## src/rtl/mem_port_arbiter_if.sv

```systemverilog
// Bundle of fetch-port, data-port and shared-MMU signals around the memory port arbiter.
// slave: the arbiter's view; master: requesters plus MMU, driven by the surrounding logic.
interface mem_port_arbiter_if;
    logic        if_req;
    logic [31:0] if_addr;
    logic [31:0] if_rdata;
    logic        if_done;

    logic        dm_req;
    logic        dm_wen;
    logic [31:0] dm_addr;
    logic [31:0] dm_wdata;
    logic [3:0]  dm_bsel;
    logic [31:0] dm_rdata;
    logic        dm_done;

    logic [31:0] mmu_addy;
    logic [31:0] mmu_datain;
    logic        mmu_ren;
    logic        mmu_wen;
    logic [3:0]  mmu_bsel;
    logic [31:0] mmu_dataout;
    logic        mmu_nostall;

    logic        timeout_err;

    modport slave (
        input  if_req, if_addr, dm_req, dm_wen, dm_addr, dm_wdata, dm_bsel,
               mmu_dataout, mmu_nostall,
        output if_rdata, if_done, dm_rdata, dm_done,
               mmu_addy, mmu_datain, mmu_ren, mmu_wen, mmu_bsel, timeout_err
    );

    modport master (
        output if_req, if_addr, dm_req, dm_wen, dm_addr, dm_wdata, dm_bsel,
               mmu_dataout, mmu_nostall,
        input  if_rdata, if_done, dm_rdata, dm_done,
               mmu_addy, mmu_datain, mmu_ren, mmu_wen, mmu_bsel, timeout_err
    );
endinterface

```

## src/rtl/mem_port_arbiter.sv

```systemverilog
// Purpose: arbitrates fetch and data ports onto one MMU; DM-first, or round-robin with MEM_ARB_ROUND_ROBIN_EN.
// Latency: grant on the request edge, done pulse 2 cycles after request at best.
// Backpressure: MMU stalls via mmu_nostall=0; watchdog aborts after TIMEOUT_CYCLES.
module mem_port_arbiter #(
    parameter int TIMEOUT_CYCLES = 64
) (
    input  logic               clk,
    input  logic               reset,
    mem_port_arbiter_if.slave  bus
);
    typedef enum logic [1:0] {IDLE, GRANT_IF, GRANT_DM} state_t;

    localparam logic [7:0] WD_LAST = 8'(TIMEOUT_CYCLES - 1);

    state_t      state, state_nxt;
    logic [31:0] addr_q, wdata_q, if_rdata_q, dm_rdata_q;
    logic [3:0]  bsel_q;
    logic        wen_q, if_done_q, dm_done_q, timeout_q;
    logic [7:0]  wd_cnt;
    logic        if_vis, dm_vis, pick_dm, finish, expire;

    // A port whose done is pulsing is still holding req; do not re-grant it.
    assign if_vis = bus.if_req && !if_done_q;
    assign dm_vis = bus.dm_req && !dm_done_q;

`ifdef MEM_ARB_ROUND_ROBIN_EN
    logic last_dm;
    assign pick_dm = dm_vis && (!if_vis || !last_dm);
`else
    assign pick_dm = dm_vis;
`endif

    assign finish = (state != IDLE) && bus.mmu_nostall;
    assign expire = (state != IDLE) && !bus.mmu_nostall && (wd_cnt == WD_LAST);

    always_ff @(posedge clk or negedge reset) begin
        if (!reset) state <= IDLE;
        else        state <= state_nxt;
    end

    always_comb begin
        state_nxt   = state;
        bus.mmu_ren = 1'b0;
        bus.mmu_wen = 1'b0;
        case (state)
            IDLE: begin
                if (pick_dm)     state_nxt = GRANT_DM;
                else if (if_vis) state_nxt = GRANT_IF;
            end
            GRANT_IF: begin
                bus.mmu_ren = 1'b1;
                if (finish || expire) state_nxt = IDLE;
            end
            GRANT_DM: begin
                bus.mmu_ren = !wen_q;
                bus.mmu_wen = wen_q;
                if (finish || expire) state_nxt = IDLE;
            end
            default: state_nxt = IDLE;
        endcase
    end

    always_ff @(posedge clk or negedge reset) begin
        if (!reset) begin
            addr_q     <= '0;
            wdata_q    <= '0;
            bsel_q     <= '0;
            wen_q      <= 1'b0;
            wd_cnt     <= '0;
            if_done_q  <= 1'b0;
            dm_done_q  <= 1'b0;
            if_rdata_q <= '0;
            dm_rdata_q <= '0;
            timeout_q  <= 1'b0;
`ifdef MEM_ARB_ROUND_ROBIN_EN
            last_dm    <= 1'b0;
`endif
        end else begin
            if_done_q <= 1'b0;
            dm_done_q <= 1'b0;
            if (state == IDLE) begin
                if (pick_dm) begin
                    addr_q  <= bus.dm_addr;
                    wdata_q <= bus.dm_wdata;
                    bsel_q  <= bus.dm_bsel;
                    wen_q   <= bus.dm_wen;
                    wd_cnt  <= '0;
                end else if (if_vis) begin
                    addr_q  <= bus.if_addr;
                    bsel_q  <= 4'b1111;
                    wen_q   <= 1'b0;
                    wd_cnt  <= '0;
                end
            end else if (finish || expire) begin
                if (state == GRANT_IF) begin
                    if_done_q  <= 1'b1;
                    if_rdata_q <= expire ? 32'h0 : bus.mmu_dataout;
                end else begin
                    dm_done_q <= 1'b1;
                    if (expire)      dm_rdata_q <= 32'h0;
                    else if (!wen_q) dm_rdata_q <= bus.mmu_dataout;
                end
                if (expire) timeout_q <= 1'b1;
`ifdef MEM_ARB_ROUND_ROBIN_EN
                last_dm <= (state == GRANT_DM);
`endif
            end else begin
                wd_cnt <= wd_cnt + 8'd1;
            end
        end
    end

    assign bus.mmu_addy    = addr_q;
    assign bus.mmu_datain  = wdata_q;
    assign bus.mmu_bsel    = bsel_q;
    assign bus.if_done     = if_done_q;
    assign bus.dm_done     = dm_done_q;
    assign bus.if_rdata    = if_rdata_q;
    assign bus.dm_rdata    = dm_rdata_q;
    assign bus.timeout_err = timeout_q;
endmodule

```

## src/flat_wrapper.sv

```systemverilog
// flat-port wrapper written by rule: the top's interface ports become plain ports
module mem_port_arbiter_flat 
#(
    parameter int TIMEOUT_CYCLES = 64
)
  (clk, reset, bus_if_req, bus_if_addr, bus_dm_req, bus_dm_wen, bus_dm_addr, bus_dm_wdata, bus_dm_bsel, bus_mmu_dataout, bus_mmu_nostall, bus_if_rdata, bus_if_done, bus_dm_rdata, bus_dm_done, bus_mmu_addy, bus_mmu_datain, bus_mmu_ren, bus_mmu_wen, bus_mmu_bsel, bus_timeout_err);
  mem_port_arbiter_if bus_i ();
  input  logic clk;
  input  logic reset;
  input wire logic [$bits(bus_i.if_req)-1:0] bus_if_req;
  input wire logic [$bits(bus_i.if_addr)-1:0] bus_if_addr;
  input wire logic [$bits(bus_i.dm_req)-1:0] bus_dm_req;
  input wire logic [$bits(bus_i.dm_wen)-1:0] bus_dm_wen;
  input wire logic [$bits(bus_i.dm_addr)-1:0] bus_dm_addr;
  input wire logic [$bits(bus_i.dm_wdata)-1:0] bus_dm_wdata;
  input wire logic [$bits(bus_i.dm_bsel)-1:0] bus_dm_bsel;
  input wire logic [$bits(bus_i.mmu_dataout)-1:0] bus_mmu_dataout;
  input wire logic [$bits(bus_i.mmu_nostall)-1:0] bus_mmu_nostall;
  output wire logic [$bits(bus_i.if_rdata)-1:0] bus_if_rdata;
  output wire logic [$bits(bus_i.if_done)-1:0] bus_if_done;
  output wire logic [$bits(bus_i.dm_rdata)-1:0] bus_dm_rdata;
  output wire logic [$bits(bus_i.dm_done)-1:0] bus_dm_done;
  output wire logic [$bits(bus_i.mmu_addy)-1:0] bus_mmu_addy;
  output wire logic [$bits(bus_i.mmu_datain)-1:0] bus_mmu_datain;
  output wire logic [$bits(bus_i.mmu_ren)-1:0] bus_mmu_ren;
  output wire logic [$bits(bus_i.mmu_wen)-1:0] bus_mmu_wen;
  output wire logic [$bits(bus_i.mmu_bsel)-1:0] bus_mmu_bsel;
  output wire logic [$bits(bus_i.timeout_err)-1:0] bus_timeout_err;
  assign bus_i.if_req = bus_if_req;
  assign bus_i.if_addr = bus_if_addr;
  assign bus_i.dm_req = bus_dm_req;
  assign bus_i.dm_wen = bus_dm_wen;
  assign bus_i.dm_addr = bus_dm_addr;
  assign bus_i.dm_wdata = bus_dm_wdata;
  assign bus_i.dm_bsel = bus_dm_bsel;
  assign bus_i.mmu_dataout = bus_mmu_dataout;
  assign bus_i.mmu_nostall = bus_mmu_nostall;
  assign bus_if_rdata = bus_i.if_rdata;
  assign bus_if_done = bus_i.if_done;
  assign bus_dm_rdata = bus_i.dm_rdata;
  assign bus_dm_done = bus_i.dm_done;
  assign bus_mmu_addy = bus_i.mmu_addy;
  assign bus_mmu_datain = bus_i.mmu_datain;
  assign bus_mmu_ren = bus_i.mmu_ren;
  assign bus_mmu_wen = bus_i.mmu_wen;
  assign bus_mmu_bsel = bus_i.mmu_bsel;
  assign bus_timeout_err = bus_i.timeout_err;
  mem_port_arbiter #(.TIMEOUT_CYCLES(TIMEOUT_CYCLES)) u_core (.clk(clk), .reset(reset), .bus(bus_i));
endmodule
```

## config.mk

```make
export PLATFORM = sky130hd
export DESIGN_NAME = mem_port_arbiter_flat
export DESIGN_NICKNAME = d
export VERILOG_FILES = /design/src/rtl/mem_port_arbiter_if.sv /design/src/rtl/mem_port_arbiter.sv /design/src/flat_wrapper.sv
export SDC_FILE = /design/constraint.sdc
export NUM_CORES = 1
export LEC_CHECK = 0
export CAP_MARGIN = 5
export CORE_MARGIN = 5
export CORE_UTILIZATION = 42
export CTS_BUF_LIST = sky130_fd_sc_hd__clkbuf_8
export CTS_CLUSTER_DIAMETER = 30
export DETAILED_ROUTE_END_ITERATION = 8
export PLACE_DENSITY = 0.82
export SKIP_LAST_GASP = 1
export SLEW_MARGIN = 20
export SYNTH_ARGS = -nofsm -noshare
export SYNTH_HDL_FRONTEND = slang
export SYNTH_SLANG_ARGS = --single-unit
```

## constraint.sdc

```tcl
create_clock -name clk -period 2.92 [get_ports clk]
set_clock_uncertainty 0.2 [all_clocks]
set_input_delay 0.584 -clock clk [delete_from_list [all_inputs] [get_ports clk]]
set_output_delay 0.584 -clock clk [all_outputs]
set_load 0.005 [all_outputs]
```

==> metrics <==
Distinct cells, synth 35; cell area after placement 0.00878 sq mm; Synth Area per Inst 12.1 sq um; initial antenna violation count 0; clock tree from TritonCTS built; placed wire-length estimate 13,100 um; number of nets with antenna violations after routing 0; overall die width 128 um; number of inserted diodes 0; Slew Limit Headroom 0.574; die outline height 128 um; hold slack 0.258 ns; final count of pins violating max slew 0; P per Cell Area 996 mW/mm^2; worst flop-to-flop path startpoint u_core.wd_cnt[0]$_DFFE_PN0P_; row count 43; R2R cell count 6; endpoint of the worst register-to-register path u_core.bus.if_rdata[21]$_DFFE_PN0P_; number of violations of the max-capacitance limit 0; cell type contributing the most total cell area after synthesis dfrtp_1; 1st-iter DRT viols between 300 and 400; transition at the pin with the smallest max-transition slack 0.639 ns; starting utilization of the core area 0.424; warning count from the yosys run 0; maximum vdd drop 0.456 mV; clock buffer count from CTS 17; drt via density 5.20; buffers and inverters on the worst path 2; vias in the first global route roughly 5,200; list of cells traversed by the critical path inv_1 -> ha_1 -> o21a_1 -> clkdlybuf4s50_1; gpl congestion 0.838; count of endpoints failing setup in the final report 0; depth of the worst hold-timing path 1; Area Overhead vs Synth 57.9%; Worst path slowest cell clkdlybuf4s50_1; required time worst endpoint 2.14 ns; placement-stage worst setup slack roughly 0.19 ns; first-pass GRT wire length roughly 28,000 um; largest incremental delay on the critical path 0.52 ns; count of unresolved DRC violations after routing 0; highest achievable clock rate between 300 and 400 MHz; number of register bits inferred by synthesis 146; CTS clock-pin slew for the worst setup and hold paths 0.08 ns; maximum root-to-sink buffer count 2; Leak 0.00399 uW; number of primary I/O pins between 200 and 300; Post-CTS Hold Fix Bufs 1; global route overflow 0; part of the Yosys area used for sequential elements 0.628; final number of hold-violating endpoints 0; aggregate negative setup slack 0 ns; min-delay src u_core.bus.timeout_err$_DFFE_PN0P_; Net Count, Synth 624; number of enable flip-flop cells after synthesis 0; maximum fanout encountered on the critical timing path 5; kind of end point of the critical path output port; final standard cell utilization of the core 0.670; maximum level of the CTS H-tree 4; combined global-route utilization of all metal layers 0.219; core outline area 0.0137 sq mm; top post-synthesis cells by area dfrtp_1 63%, a22o_1 9.8%, mux2_2 6.4%; Synth async-reset ratio 1.00; launch point of the worst path u_core.state[0]$_DFFE_PN0P_; setup repair after global routing missed its margin false; postcts setup bufs 0; total standard cell area after synthesis a little under 0.006 sq mm; Resized Gates After CTS 0; total iterations of the first detailed-routing run 4; run status completed; pin count of the biggest net entering global routing 69; Final Routed Wirelength 17,800 um; Routed wire per std cell 18.9 um; Non-Filler Cell Area, Final a little over 0.009 sq mm; die area approximately 0.016 sq mm; cell chosen for the clock root clkbuf_8; Worst setup SP type flop; most frequent cell after synthesis dfrtp_1; most used standard cells in the synthesized netlist 146 x dfrtp_1, 68 x nand2_1, 65 x a22o_1, 40 x nor2_1, 33 x mux2_2; category of cells accounting for the largest share of critical-path delay buffers and inverters; Worst Path Class, Setup reg -> out; fillers 1,018; clock latency on the worst-skew pair roughly 0.45 ns; share of post-route cells with drive strength above 1 0.107; Most used DFF post-synth dfrtp_1; WHS Endpoint u_core.bus.timeout_err$_DFFE_PN0P_; Worst Path Arrival 2.01 ns; Final nets 895; proportion of netlist area held by the largest area contributor 0.628; shortest period the worst path allows 2.79 ns; cells after synthesis 481; final worst-path cycle share 0.955; slack of the worst reg-to-reg path 0.70 ns; count of buffers inserted at the top-level ports between 200 and 300; type of the tightest min-delay check reg -> reg; routed via count 4,911; count of clock tree sinks 146; post-layout worst setup margin ~0.13 ns
metal layers:
| layer | vias up | global-route usage | routed length (um) |
|---|---|---|---|
| li1 | 2269 | - | - |
| met1 | 2373 | 0.261 | 6780 |
| met2 | 229 | 0.375 | 8910 |
| met3 | 40 | 0.0642 | 1560 |
| met4 | 0 | 0.0886 | 550 |
| met5 | - | 0 | 0 |
state kept, by name, summed over array words and instances (netlist names):
signal	flops
u_core.wen_q	1
u_core.bus.if_rdata	32
u_core.bus.if_done	1
u_core.bus.mmu_bsel	4
u_core.bus.mmu_datain	32
u_core.state	2
u_core.bus.mmu_addy	32
u_core.bus.dm_rdata	32
u_core.bus.dm_done	1
u_core.bus.timeout_err	1
u_core.wd_cnt	8
power breakdown:
| group | switching [uW] | internal (uW) | total (uW) | leakage (uW) |
|---|---|---|---|---|
| clock network | 776 | 800 | 1580 | 0.000188 |
| registers | 543 | 2940 | 3480 | 0.00177 |
| logic | 1550 | 2540 | 4090 | 0.00203 |
| total | 2870 | 6280 | 9150 | 0.00399 |
worst max-delay path by stage:
stage                                                to  slack, ns  cells after the start
global route                                bus_mmu_ren       0.01                      4
floorplan           u_core.bus.mmu_addy[11]$_DFFE_PN0P_       0.77                      7
CTS                                         bus_mmu_ren       0.09                      4
finish                                      bus_mmu_ren       0.13                      4
global placement    u_core.bus.if_rdata[10]$_DFFE_PN0P_       0.32                      3
detailed placement  u_core.bus.if_rdata[29]$_DFFE_PN0P_       0.19                      3
layout make-up:
cell class | instances | area [sq um] | share of cell area
Multi-Input combinational cell | 299 | 2020 | 0.220
Inverter | 2 | 7.51 | 0.000817
Clock inverter | 12 | 133 | 0.0144
Clock buffer | 19 | 262 | 0.0285
Timing Repair Buffer | 286 | 2890 | 0.314
Tap cell | 180 | 225 | 0.0245
Sequential cell | 146 | 3650 | 0.398
kinds of logic (layout without fill, tap and decap cells):
group,count (synthesis),count (layout),synth area share
DFF,146,146,0.628
and+or+nand+nor,135,135,0.0994
AOI/OAI and AO/OA,125,125,0.168
buffers and inverters,36,319,0.0284
muxes,33,33,0.0639
adders and majority gates,5,5,0.0108
xor gates and xnor gates,1,1,0.00151
stage by stage:
stage          power [uW]  cells
2_1_floorplan        5020    481
3_3_place_gp         7450    912
3_5_place_dp         7630    912
4_1_cts              9250    944
5_1_grt              9700    944
6_report             9150    944
placed cells by master, fill, tap and decap left out, drive strengths merged, types with 2 or more instances in the layout:
cell           count
clkinv             2
buf               12
nand2             68
nand3              4
clkdlybuf4s50    273
dfrtp            146
nor3               3
o22a               8
mux2              33
inv                5
bufinv             2
nand2b             3
and3               4
nor2b              6
a22o              65
a21o               2
a31oi             32
and2               3
nor2              40
clkbuf            19
clkinvlp           5
o21ai              9
o21ba              2
ha                 5
(Power assumes the default switching activity.)
